## config.mk

```make
export PLATFORM = sky130hd
export DESIGN_NAME = mem_req_sched
export DESIGN_NICKNAME = d
export VERILOG_FILES = /design/src/rtl/mem_req_pkg.sv /design/src/rtl/req_fifo.sv /design/src/rtl/mem_req_sched.sv
export SDC_FILE = /design/constraint.sdc
export NUM_CORES = 1
export LEC_CHECK = 0
export ABC_CLOCK_PERIOD_IN_PS = 4300
export BUFFER_PORTS_ARGS = -buffer_cell sky130_fd_sc_hd__buf_4
export CAP_MARGIN = 15
export CORE_MARGIN = 1.5
export CORE_UTILIZATION = 40
export CTS_CLUSTER_DIAMETER = 80
export DETAILED_ROUTE_END_ITERATION = 8
export SLEW_MARGIN = 20
export SYNTH_ARGS = -nofsm -noshare
export SYNTH_HDL_FRONTEND = slang
export SYNTH_SLANG_ARGS = --single-unit
export TNS_END_PERCENT = 20
```

## constraint.sdc

```tcl
create_clock -name clk -period 4.3 [get_ports clk]
set_clock_uncertainty 0.2 [all_clocks]
set_input_delay 0.43 -clock clk [delete_from_list [all_inputs] [get_ports clk]]
set_output_delay 0.43 -clock clk [all_outputs]
set_load 0.005 [all_outputs]
```

## src/rtl/mem_req_pkg.sv

```systemverilog
// mem_req_pkg: scheduler FSM state encoding and row/column address split helper
package mem_req_pkg;
  typedef enum logic [2:0] {IDLE, ISSUE, WR_HOLD, RD_WAIT, RD_CAP, RESP} sched_state_t;
  localparam int ROW_W = 4;
  localparam int COL_W = 12;
  typedef struct packed {
    logic [ROW_W-1:0] row;
    logic [COL_W-1:0] col;
  } addr_split_t;
  function automatic addr_split_t split_addr(input logic [ROW_W+COL_W-1:0] addr);
    return '{row: addr[15:12], col: addr[11:0]};
  endfunction
endpackage

```

## src/rtl/req_fifo.sv

```systemverilog
// req_fifo: request FIFO (push/pop, din/dout head, full/empty, count 0..DEPTH)
module req_fifo #(
  parameter int DEPTH = 4,
  parameter int W = 8
) (
  input  logic                   clk,
  input  logic                   rst,
  input  logic                   push,
  input  logic                   pop,
  input  logic [W-1:0]           din,
  output logic [W-1:0]           dout,
  output logic                   full,
  output logic                   empty,
  output logic [$clog2(DEPTH):0] count
);
  localparam int PW = $clog2(DEPTH);
  localparam int CW = PW + 1;
  logic [W-1:0] mem [DEPTH];
  logic [PW-1:0] wr_ptr, rd_ptr;
  logic do_push, do_pop;
  assign full = count == CW'(DEPTH);
  assign empty = count == '0;
  assign do_push = push && !full;
  assign do_pop = pop && !empty;
  assign dout = mem[rd_ptr];
  always_ff @(posedge clk) begin
    if (rst) begin
      wr_ptr <= '0;
      rd_ptr <= '0;
      count <= '0;
    end else begin
      if (do_push) begin
        mem[wr_ptr] <= din;
        wr_ptr <= wr_ptr + PW'(1);
      end
      if (do_pop) rd_ptr <= rd_ptr + PW'(1);
      count <= count + CW'(do_push) - CW'(do_pop);
    end
  end
endmodule

```

## src/rtl/mem_req_sched.sv

```systemverilog
// mem_req_sched: host req valid/ready -> FIFO -> one-at-a-time mc_* command issue -> rsp_* completion pulse
module mem_req_sched #(
  parameter int DEPTH = 4,
  parameter int AW = 16,
  parameter int DW = 32,
  parameter int WR_HOLD = 6,
  parameter int RD_TIMEOUT = 63
) (
  input  logic          clk,
  input  logic          rst,
  input  logic          req_valid,
  output logic          req_ready,
  input  logic          req_rnw,
  input  logic [AW-1:0] req_addr,
  input  logic [DW-1:0] req_wdata,
  output logic          rsp_valid,
  output logic          rsp_rnw,
  output logic          rsp_err,
  output logic [DW-1:0] rsp_rdata,
  output logic          mc_cmd_n,
  output logic          mc_rdnwr,
  output logic [AW-1:0] mc_addr,
  output logic          mc_wvld,
  output logic [DW-1:0] mc_wdata,
  input  logic [DW-1:0] mc_rdata,
  input  logic          mc_rvld
);
  import mem_req_pkg::*;
  localparam int CNTW = $clog2(DEPTH) + 1;
  localparam int EW = 1 + AW + DW;
  localparam int TW = $clog2((WR_HOLD > RD_TIMEOUT ? WR_HOLD : RD_TIMEOUT) + 1);
  sched_state_t state, state_n;
  logic [TW-1:0] cnt, cnt_n;
  logic push, pop, full, empty, timeout;
  logic [CNTW-1:0] fifo_count;
  logic [EW-1:0] head;
  logic cur_rnw;
  logic [AW-1:0] cur_addr;
  logic [DW-1:0] cur_wdata;
  assign req_ready = fifo_count < CNTW'(DEPTH);
  assign push = req_valid && !full;
  req_fifo #(.DEPTH(DEPTH), .W(EW)) u_fifo (
    .clk(clk),
    .rst(rst),
    .push(push),
    .pop(pop),
    .din({req_rnw, req_addr, req_wdata}),
    .dout(head),
    .full(full),
    .empty(empty),
    .count(fifo_count)
  );
  always_comb begin
    state_n = state;
    cnt_n = cnt;
    pop = 1'b0;
    timeout = 1'b0;
    case (state)
      IDLE: begin
        pop = !empty;
        state_n = empty ? IDLE : ISSUE;
      end
      ISSUE: begin
        state_n = cur_rnw ? RD_WAIT : mem_req_pkg::WR_HOLD;
        cnt_n = cur_rnw ? '0 : TW'(WR_HOLD - 1);
      end
      mem_req_pkg::WR_HOLD: begin
        state_n = cnt == '0 ? RESP : mem_req_pkg::WR_HOLD;
        cnt_n = cnt == '0 ? '0 : cnt - TW'(1);
      end
      RD_WAIT: begin
        timeout = !mc_rvld && cnt == TW'(RD_TIMEOUT - 1);
        state_n = mc_rvld ? RD_CAP : timeout ? RESP : RD_WAIT;
        cnt_n = mc_rvld || timeout ? cnt : cnt + TW'(1);
      end
      RD_CAP: state_n = RESP;
      RESP: state_n = IDLE;
      default: state_n = IDLE;
    endcase
  end
  always_ff @(posedge clk) begin
    if (rst) begin
      state <= IDLE;
      cnt <= '0;
      cur_rnw <= 1'b0;
      cur_addr <= '0;
      cur_wdata <= '0;
      rsp_valid <= 1'b0;
      rsp_rnw <= 1'b0;
      rsp_err <= 1'b0;
      rsp_rdata <= '0;
      mc_cmd_n <= 1'b1;
      mc_rdnwr <= 1'b0;
      mc_addr <= '0;
      mc_wvld <= 1'b0;
      mc_wdata <= '0;
    end else begin
      state <= state_n;
      cnt <= cnt_n;
      if (pop) begin
        {cur_rnw, cur_addr, cur_wdata} <= head;
        mc_rdnwr <= head[EW-1];
        mc_addr <= head[DW +: AW];
      end
      mc_cmd_n <= state_n != ISSUE;
      mc_wvld <= state_n == mem_req_pkg::WR_HOLD;
      if (state_n == mem_req_pkg::WR_HOLD) mc_wdata <= cur_wdata;
      rsp_valid <= state_n == RESP;
      if (state_n == RESP) begin
        rsp_rnw <= cur_rnw;
        rsp_err <= timeout;
        rsp_rdata <= state == RD_CAP ? mc_rdata : '0;
      end
    end
  end
endmodule

```

==> results of run 1 <==
==> registers in the layout, indices dropped and copies added, names as in the netlist <==
| register | count |
|---|---|
| u_fifo.wr_ptr | 2 |
| u_fifo.mem | 196 |
| mc_wvld | 1 |
| rsp_valid | 1 |
| rsp_rdata | 32 |
| u_fifo.rd_ptr | 2 |
| cur_rnw | 1 |
| rsp_rnw | 1 |
| state | 3 |
| cnt | 6 |
| mc_wdata | 32 |
| rsp_err | 1 |
| mc_addr | 16 |
| u_fifo.count | 3 |
| cur_wdata | 32 |
| mc_cmd_n | 1 |
==> cells by family (layout without fill, tap and decap cells) <==
family	count (synthesis)	after routing	share of synthesized area [%]
buf+inv	63	342	2.35
flops	330	330	68.8
compound gates	115	115	6.34
xor+xnor	5	5	0.352
simple gates	232	232	9.47
fa+ha+maj	11	11	1.17
other cells	0	1	0
mux	82	82	11.5
==> stage by stage <==
| step | utilization (%) | hold WS [ns] | std cells | power (mW) | worst slack (ns) |
|---|---|---|---|---|---|
| 6_report | 52.4 | 0.209 | 1514 | 9.43 | 1.40 |
| 5_1_grt | 52.4 | 0.265 | 1514 | 9.97 | 1.18 |
| 4_1_cts | 52.4 | 0.184 | 1513 | 9.54 | 1.41 |
| 3_5_place_dp | 46.2 | 0.247 | 1370 | 6.61 | 1.39 |
| 3_3_place_gp | 46.2 | 0.244 | 1370 | 6.59 | 1.47 |
| 2_1_floorplan | - | 0.237 | 838 | 5.78 | 1.37 |
==> worst register-to-register path, stage by stage (launching register included) <==
cell and delay, ns:
dfxtp_1 0.69, inv_1 0.30, a311o_1 0.33, a31o_1 0.22
nor4_4 0.27, buf_4 0.53, mux2i_1 0.29
==> repair_timing <==
action	in CTS	in global routing
endpoints found under the hold margin	228	0
hold buffers	81	0
resized for setup	0	0
==> cells in the final DEF, fill, tap and decap left out, types with 2 or more instances in the layout <==
master / netlist / routed
edfxtp_1: 196 / 196
inv_1: 12 / 12
xnor2_1: 4 / 4
nand2b_1: 70 / 70
clkbuf_1: 38 / 12
a311oi_1: 2 / 2
nand2_1: 114 / 114
nand3_1: 3 / 3
nand4_1: 2 / 2
bufinv_16: 0 / 2
a22o_1: 32 / 32
and2_2: 0 / 4
a21oi_1: 54 / 54
o211ai_1: 5 / 5
o21ai_0: 4 / 4
and3_1: 2 / 2
dlygate4sd3_1: 0 / 81
o221ai_1: 2 / 2
nor3_1: 5 / 5
mux4_2: 49 / 49
buf_4: 0 / 186
clkinv_1: 0 / 6
nor2b_1: 4 / 4
mux2i_1: 33 / 33
clkbuf_16: 0 / 36
ha_1: 10 / 10
nor2_1: 17 / 17
clkinv_2: 0 / 2
dfxtp_1: 134 / 132
a31oi_1: 2 / 2
==> cell type report <==
type	count	area, um2
inverters	13	48.8
clock inverters	13	129
diodes	1	2.50
clock buffers	49	960
well taps	396	495
repair buffers	267	2210
fillers	2594	14600
flip-flops and latches	330	8570
multi-input cells	445	3610
==> worst paths after layout <==
path	start	endpoint
worst min-delay path	mc_rvld	cnt[3]$_SDFFE_PP0P_
worst max-delay path	state[0]$_SDFF_PP0_	mc_wdata[2]$_SDFFE_PP0N_
worst min register to register	cur_wdata[14]$_SDFFE_PP0N_	cur_wdata[14]$_SDFFE_PP0N_
worst max register to register	state[0]$_SDFF_PP0_	mc_wdata[2]$_SDFFE_PP0N_
==> report_power, final <==
group | leakage [nW] | internal, mW | total (mW) | switching, mW
Combinational | 2.38 | 1.13 | 2.44 | 1.31
Clock | 0.525 | 1.69 | 2.87 | 1.18
Sequential | 2.87 | 3.80 | 4.12 | 0.322
Total | 5.77 | 6.62 | 9.43 | 2.81
==> routing by layer <==
metal	global-route usage, %	vias up
met4	4.37	0
met2	26.6	205
met1	22.7	3643
met3	3.44	41
li1	-	3602
met5	0	-
==> results.txt, run 1 <==
The run finished with clean final reports. From synthesis to final layout, the design area changed by 28.7%. In the final layout, the share of cells above drive strength 1 is 26.6%. For the post-route DRC violation count, the log shows 0. In this run the number of cells on the critical path is 6.

After clock tree synthesis, the clock-pin slew on the worst setup and hold paths is 0.06 ns. The tree built by TritonCTS fans out to 330 sinks. The worst path uses 67.4% of the clock period.

The post-synthesis sequential element count is 330. After routing, the total negative slack on setup checks comes to 0 ns. The global-route usage over all layers is 16.5%. Wire segments on met2 add up to 12.5 mm in the final route.

The worst setup path category was reg -> reg. The wire length on met1 came out at 12.2 mm. The wire length per cell is 17.5 um. Sorting the synthesized cells by how often they occur yields edfxtp_1 (196), dfxtp_1 (134), nand2_1 (114), nand2b_1 (70), a21oi_1 (54).

The largest vdd supply drop came out at 0.309 mV. Highest metal layer with signal wires: met4. The final hold violation count is 0, and the initial standard-cell utilization of the core is 40.7%. Max-capacitance violation count: 0. The core region is 30,600 um2. TritonCTS built the clock tree.

The largest net degree at the start of global routing is 77, and the count of yosys warnings during synthesis is 0. Buffers added to address setup during post-CTS repair amount to 0. The synthesized design contains 196 enable-type register cells. After detailed routing, the number of vias per cell comes to 4.95. The peak per-stage delay on the critical path was 0.69 ns. When the netlist entered floorplanning its net count stood at 934. The cell with the largest stage delay on the worst path was dfxtp_1. Summed over all nets, the half-perimeter wirelength after detailed placement is 15.7 mm.

The number of buffers and inverters on the critical path is 2. For the clock latency on the worst-skew pair, the log shows 0.51 ns. In this run the power density over the cells is 588 nW/um2.

Summed over all cells, the static leakage comes to 5.77 nW. Of the synthesized area, sequential elements account for 68.8%. The arrival time of the worst setup path is 3.14 ns, and the overall die height is 179 um. The port buffer count is 171, and the CTS buffer count is 35.

The worst pin sits at a relative slew slack of 47.4%. The detailed-route via count was 7,491; the violation count after the first detailed-routing iteration was 366. 172 I/O pins were placed. In this run the number of H-tree levels came out at 2. The run gives 0 as the final-report max-slew violation count. In this run the worst hold path is classified as in -> reg. The count of cells along the worst register-to-register path was 6.

Of all nets on the critical path, the largest fanout is 32. The worst setup path is launched from a flop. Setup repair after global routing left no endpoint under its margin. The overall routed net length was 26.5 mm; the cell area after layout was 16,000 um2. In this design, the largest share of critical-path delay is due to buffers and inverters. The critical path goes through inv_1 -> a311o_1 -> a31o_1 -> nor4_4 -> buf_4 -> mux2i_1. For flop-to-flop paths, the worst setup slack is 1.40 ns. For the initial antenna violation count, the log shows 1. The most area-hungry cell type in the Yosys netlist was edfxtp_1. The synthesized netlist occupies a cell area of 12,500 um2. The maximum count of clock buffers along a single path was 3.

The via count of the first global-routing pass was 7,600. Along the worst hold path, the cell count comes to 5. The area share of the largest cell type after synthesis came out at 47.3%. The first global-routing pass estimated 42.5 mm of wire. The worst setup path is captured at a flop. The floorplan has 64 rows. The logs give 32,200 um2 for the total die area and 838 for the number of cells produced by synthesis.

The overall die width came out at 179 um. Final RePlAce weighted congestion: 0.794. The time the final worst path needs with I/O delays and setup is 2.90 ns, and the total iterations of the first detailed-routing run is 4. Counting flops with an async set or reset pin after synthesis yields a share of 0%. In this run the mean area of a mapped cell was 14.9 um2. In the post-synthesis netlist, the biggest area contributors are edfxtp_1 (47%), dfxtp_1 (22%), mux4_2 (8.9%), nand2b_1 (3.5%), nand2_1 (3.4%).

The tools report the placed instance area as 14,100 um2. The tools report the final layout net count as 1,188. For this run, the leading register cell type out of synthesis is edfxtp_1. The data required time at the worst endpoint is 4.54 ns, and the final count of negative-setup-slack endpoints is 0.

The number of different library cells used by synthesis comes to 54. Static timing analysis puts the maximum clock frequency at 345 MHz. The tools report the buffer cell driving the clock tree root as clkbuf_16.

Summed over all layers, the global routing overflow is 0. The count of nets left with antenna violations once routing finished came out at 0. The most frequent cell after synthesis is edfxtp_1. At the pin with the least slew margin, the transition time is 0.789 ns.

The met3 layer wire length in the routed design came out at 1.41 mm.
Note: power is estimated with default switching activity, not from simulation.
==> run 2: changes to the inputs <==
--- a/config.mk
+++ b/config.mk
@@ -5,7 +5,8 @@
 export SDC_FILE = /design/constraint.sdc
 export NUM_CORES = 1
 export LEC_CHECK = 0
-export ABC_CLOCK_PERIOD_IN_PS = 4300
+export ABC_AREA = 1
+export ABC_CLOCK_PERIOD_IN_PS = 2300
 export BUFFER_PORTS_ARGS = -buffer_cell sky130_fd_sc_hd__buf_4
 export CAP_MARGIN = 15
 export CORE_MARGIN = 1.5
==> constraint.sdc (replaced) <==
create_clock -name clk -period 2.3 [get_ports clk]
set_clock_uncertainty 0.2 [all_clocks]
set_input_delay 0.23 -clock clk [delete_from_list [all_inputs] [get_ports clk]]
set_output_delay 0.23 -clock clk [all_outputs]
set_load 0.005 [all_outputs]
==> run 2 against run 1 <==
Critical path depth grew 4. Total power rose by 110%. First-iteration DRC count grew 30%. Clock power increased by 95%. Design area increased by 5.2%.
==> results.txt, run 2 <==
Setup violations remaining at the end of the flow were counted as 0. Entering global routing, the biggest net connects 125 pins. Power spread over the standard cell area amounts to 1150 nW/um2. For this design, the slowest cell found on the critical path is dfxtp_1. Global routing used 17.7% of the available tracks.

During synthesis, Yosys emitted a total of 0 warnings. The sequential area share after synthesis is 66.3%. The tools report the largest vdd supply drop as 0.731 mV. By instance count, the cell type seen most on the critical path is ha_1. Relative to the synthesized area, the layout overhead comes to 30.5%. The buffers inserted during post-CTS setup optimization came out at 0. The count of cell types in the netlist is 35. For this run, the top clock speed supported by timing is 458 MHz.

The detailed router placed 9,498 vias in this run. The clock reaches the later pin of the worst-skew pair after 0.52 ns. No sink is reached through more buffers than the 3 on the longest clock path.

The area share of the largest cell type after synthesis is 45.5%, and the overflow left after global routing is 0. Walking the worst path, the cells encountered are inv_2 -> nand3_1 -> nand2_2 -> clkinv_2 -> ha_1 -> inv_1 -> ha_1 -> fa_2 -> or2_2 -> a21oi_1. After layout, the worst path uses 94.9% of the clock period. The via count of the first global-routing pass is 8,925. For this configuration, the core starts out at a cell density of 40.7%. For the final-report max-slew violation count, the log shows 0. Fill cells in the final layout number 2,774.

By count the netlist is led by nor2_1 (288), edfxtp_1 (196), nand2_1 (162), o21ai_0 (161), dfxtp_1 (134). The number of flip-flops in the largest register was 196; the worst relative slew slack was 51.1%. Global-route wire length before repair: 46.9 mm.

The initialized floorplan defines 65 standard-cell rows. The most used flip-flop cell after synthesis is edfxtp_1. Among all cell types in the netlist, the one instantiated most often is nor2_1. The transition time at the pin with the least slew margin is 0.734 ns. The share of layout cells above drive strength 1 is 19.3%. The kind of end point of the critical path was a flop. The tree is rooted in a clkbuf_16. In the layout the commonest cells are nor2_1 (284), edfxtp_1 (196), buf_4 (190). The post-route setup TNS is 0 ns, and the initial antenna violation count is 3. The share of synthesized registers carrying an async set or reset is 0%, and the peak per-stage delay on the critical path is 0.34 ns. STA puts the critical path data arrival time at 2.43 ns.

The via density per instance works out to 4.84. The run gives 0.116 ns as the minimum setup slack in the final design. The final hold violation count is 0, and the maximum fanout along the worst path is 3.

After detailed routing, the average wire length per cell comes to 15.1 um. The clock drives 330 sinks. Worst setup path category: reg -> reg. The die is 183 um tall.

The synthesized area divided by synthesized cell count came out at 10.1 um2. The class of the tightest hold or removal check was in -> reg. The floorplan step defined a die boundary enclosing 33,400 um2. When the netlist entered floorplanning its net count stood at 1,371.

TritonCTS built the clock tree. In this run the number of H-tree levels came out at 2. Post-route DRC violation count: 0. The detail route stage leaves a number of antenna-violating nets equal to 0. After the first detailed-routing iteration, the DRC count stood at 477. The largest register by flop count is u_fifo.mem. After synthesis the netlist holds a flip-flop and latch count of 330. CTS buffer count: 37.

After clock tree synthesis, the clock-pin slew on the worst setup and hold paths is 0.06 ns. Max-cap violations in this run came to 0. The HPWL reported at the end of detailed placement came out at 16.6 mm.

After synthesis, the cell types taking the most area are edfxtp_1 (46%), dfxtp_1 (21%), nor2_1 (8.4%), o21ai_0 (6.2%), nand2_1 (4.7%). The run gives 172 as the number of ports placed on the die boundary. During placement, the flow inserted port buffers numbering 171. The most area-hungry cell type in the Yosys netlist is edfxtp_1.

Data on the critical path is required at its endpoint by 2.54 ns. The time the final worst path needs with I/O delays and setup was 2.18 ns; the total iterations of the first detailed-routing run was 5. The tools report the final RePlAce weighted congestion as 0.791. The run gives 6.61 nW as the leakage power total. The number of flops mapped to enable cells by yosys works out to 196. Leading cell type in the layout, fill and taps excluded: nor2_1. The final layout contains 1,622 nets.

After technology mapping, the gate count stands at 1,275. In this run the standard cell core region covers 31,700 um2. The flow ran to the end, and the final reports show no timing, DRC or antenna violations.

STA classifies the critical path startpoint as a flop. After synthesis the cells add up to 12,900 um2. OpenSTA, run right after detailed placement, puts the worst setup slack at 0.0236 ns. The overall routed net length was 29.6 mm; the overall die width was 183 um.
-- run 2: changes by cell type in the layout (fill, tap and decap cells not counted), moves of 43 or more --
cell / change
a21oi_1: -43
a31oi_1: +47
o21ai_0: +157
inv_1: +63
mux4_2: -49
nand2b_1: -70
nand2_1: +46
nor2_1: +267
-- run 2: repair_timing --
action | CTS | global route
endpoints found under the setup margin | 1 | 74
endpoints found under the hold margin | 239 | 0
hold buffers | 83 | 0
pin swaps | 0 | 0
gates resized for setup | 1 | 9
-- run 2: layout make-up --
type | count | area [um2] | share of cell area, %
diodes | 4 | 10.0 | 0.0594
clock buffers | 59 | 1070 | 6.35
clock inverters | 9 | 95.1 | 0.564
inverters | 88 | 334 | 1.98
multi-input cells | 781 | 3720 | 22.1
flip-flops and latches | 330 | 8580 | 50.9
well taps | 402 | 503 | 2.98
repair buffers | 288 | 2550 | 15.1
-- run 2: kinds of logic after synthesis --
family	count (synthesis)	synth area share (%)
adder cells (fa/ha/maj)	11	1.12
AND/OR/NAND/NOR	541	17.9
AO/OA/AOI/OAI	225	9.25
flip-flops	330	66.3
XOR/XNOR	4	0.271
buffers and inverters	164	5.18
-- run 2: final timing paths --
kind / start / endpoint / slack (ns) / cells past startpoint
min: mc_rvld / cnt[1]$_SDFFE_PP0P_ / 0.19 / 7
max: u_fifo.count[1]$_SDFF_PP0_ / u_fifo.count[2]$_SDFF_PP0_ / 0.12 / 10
max reg2reg: u_fifo.count[1]$_SDFF_PP0_ / u_fifo.count[2]$_SDFF_PP0_ / 0.12 / 10
min reg2reg: rsp_err$_SDFFE_PP0N_ / rsp_err$_SDFFE_PP0N_ / 0.24 / 2
-- run 2: routing by layer --
layer / global-route usage [%] / vias to the layer above / part of all wire, %
li1: - / 4795 / -
met1: 23.4 / 4402 / 46
met2: 29.3 / 256 / 46
met3: 3.26 / 45 / 5.6
met4: 5.79 / 0 / 2.2
met5: 0 / - / 0
-- run 2: critical path, delay by kind of cell (launching register included) --
family                   cells  cell delay (ns)
flip-flops                   1             0.34
AND/OR/NAND/NOR              3             0.48
AO/OA/AOI/OAI                1             0.11
buffers and inverters        3             0.19
adder cells (fa/ha/maj)      3             0.80
-- run 2: report_power, final --
part	total (mW)	internal [mW]	switching (mW)
Clock	5.59	3.32	2.27
Sequential	7.69	7.23	0.461
Combinational	6.07	2.37	3.69
Total	19.3	12.9	6.42
-- run 2: per-stage QoR --
step / hold slack (ns) / instances / power [mW] / cell area (um2) / utilization [%]
2_1_floorplan: 0.129 / 1275 / 11.6 / 12900 / -
3_3_place_gp: 0.232 / 1806 / 13.7 / 14800 / 46.7
3_5_place_dp: 0.233 / 1806 / 13.8 / 14800 / 46.7
4_1_cts: 0.187 / 1957 / 19.6 / 16800 / 53.0
5_1_grt: 0.239 / 1960 / 20.7 / 16900 / 53.1
6_report: 0.193 / 1961 / 19.3 / 16900 / 53.2
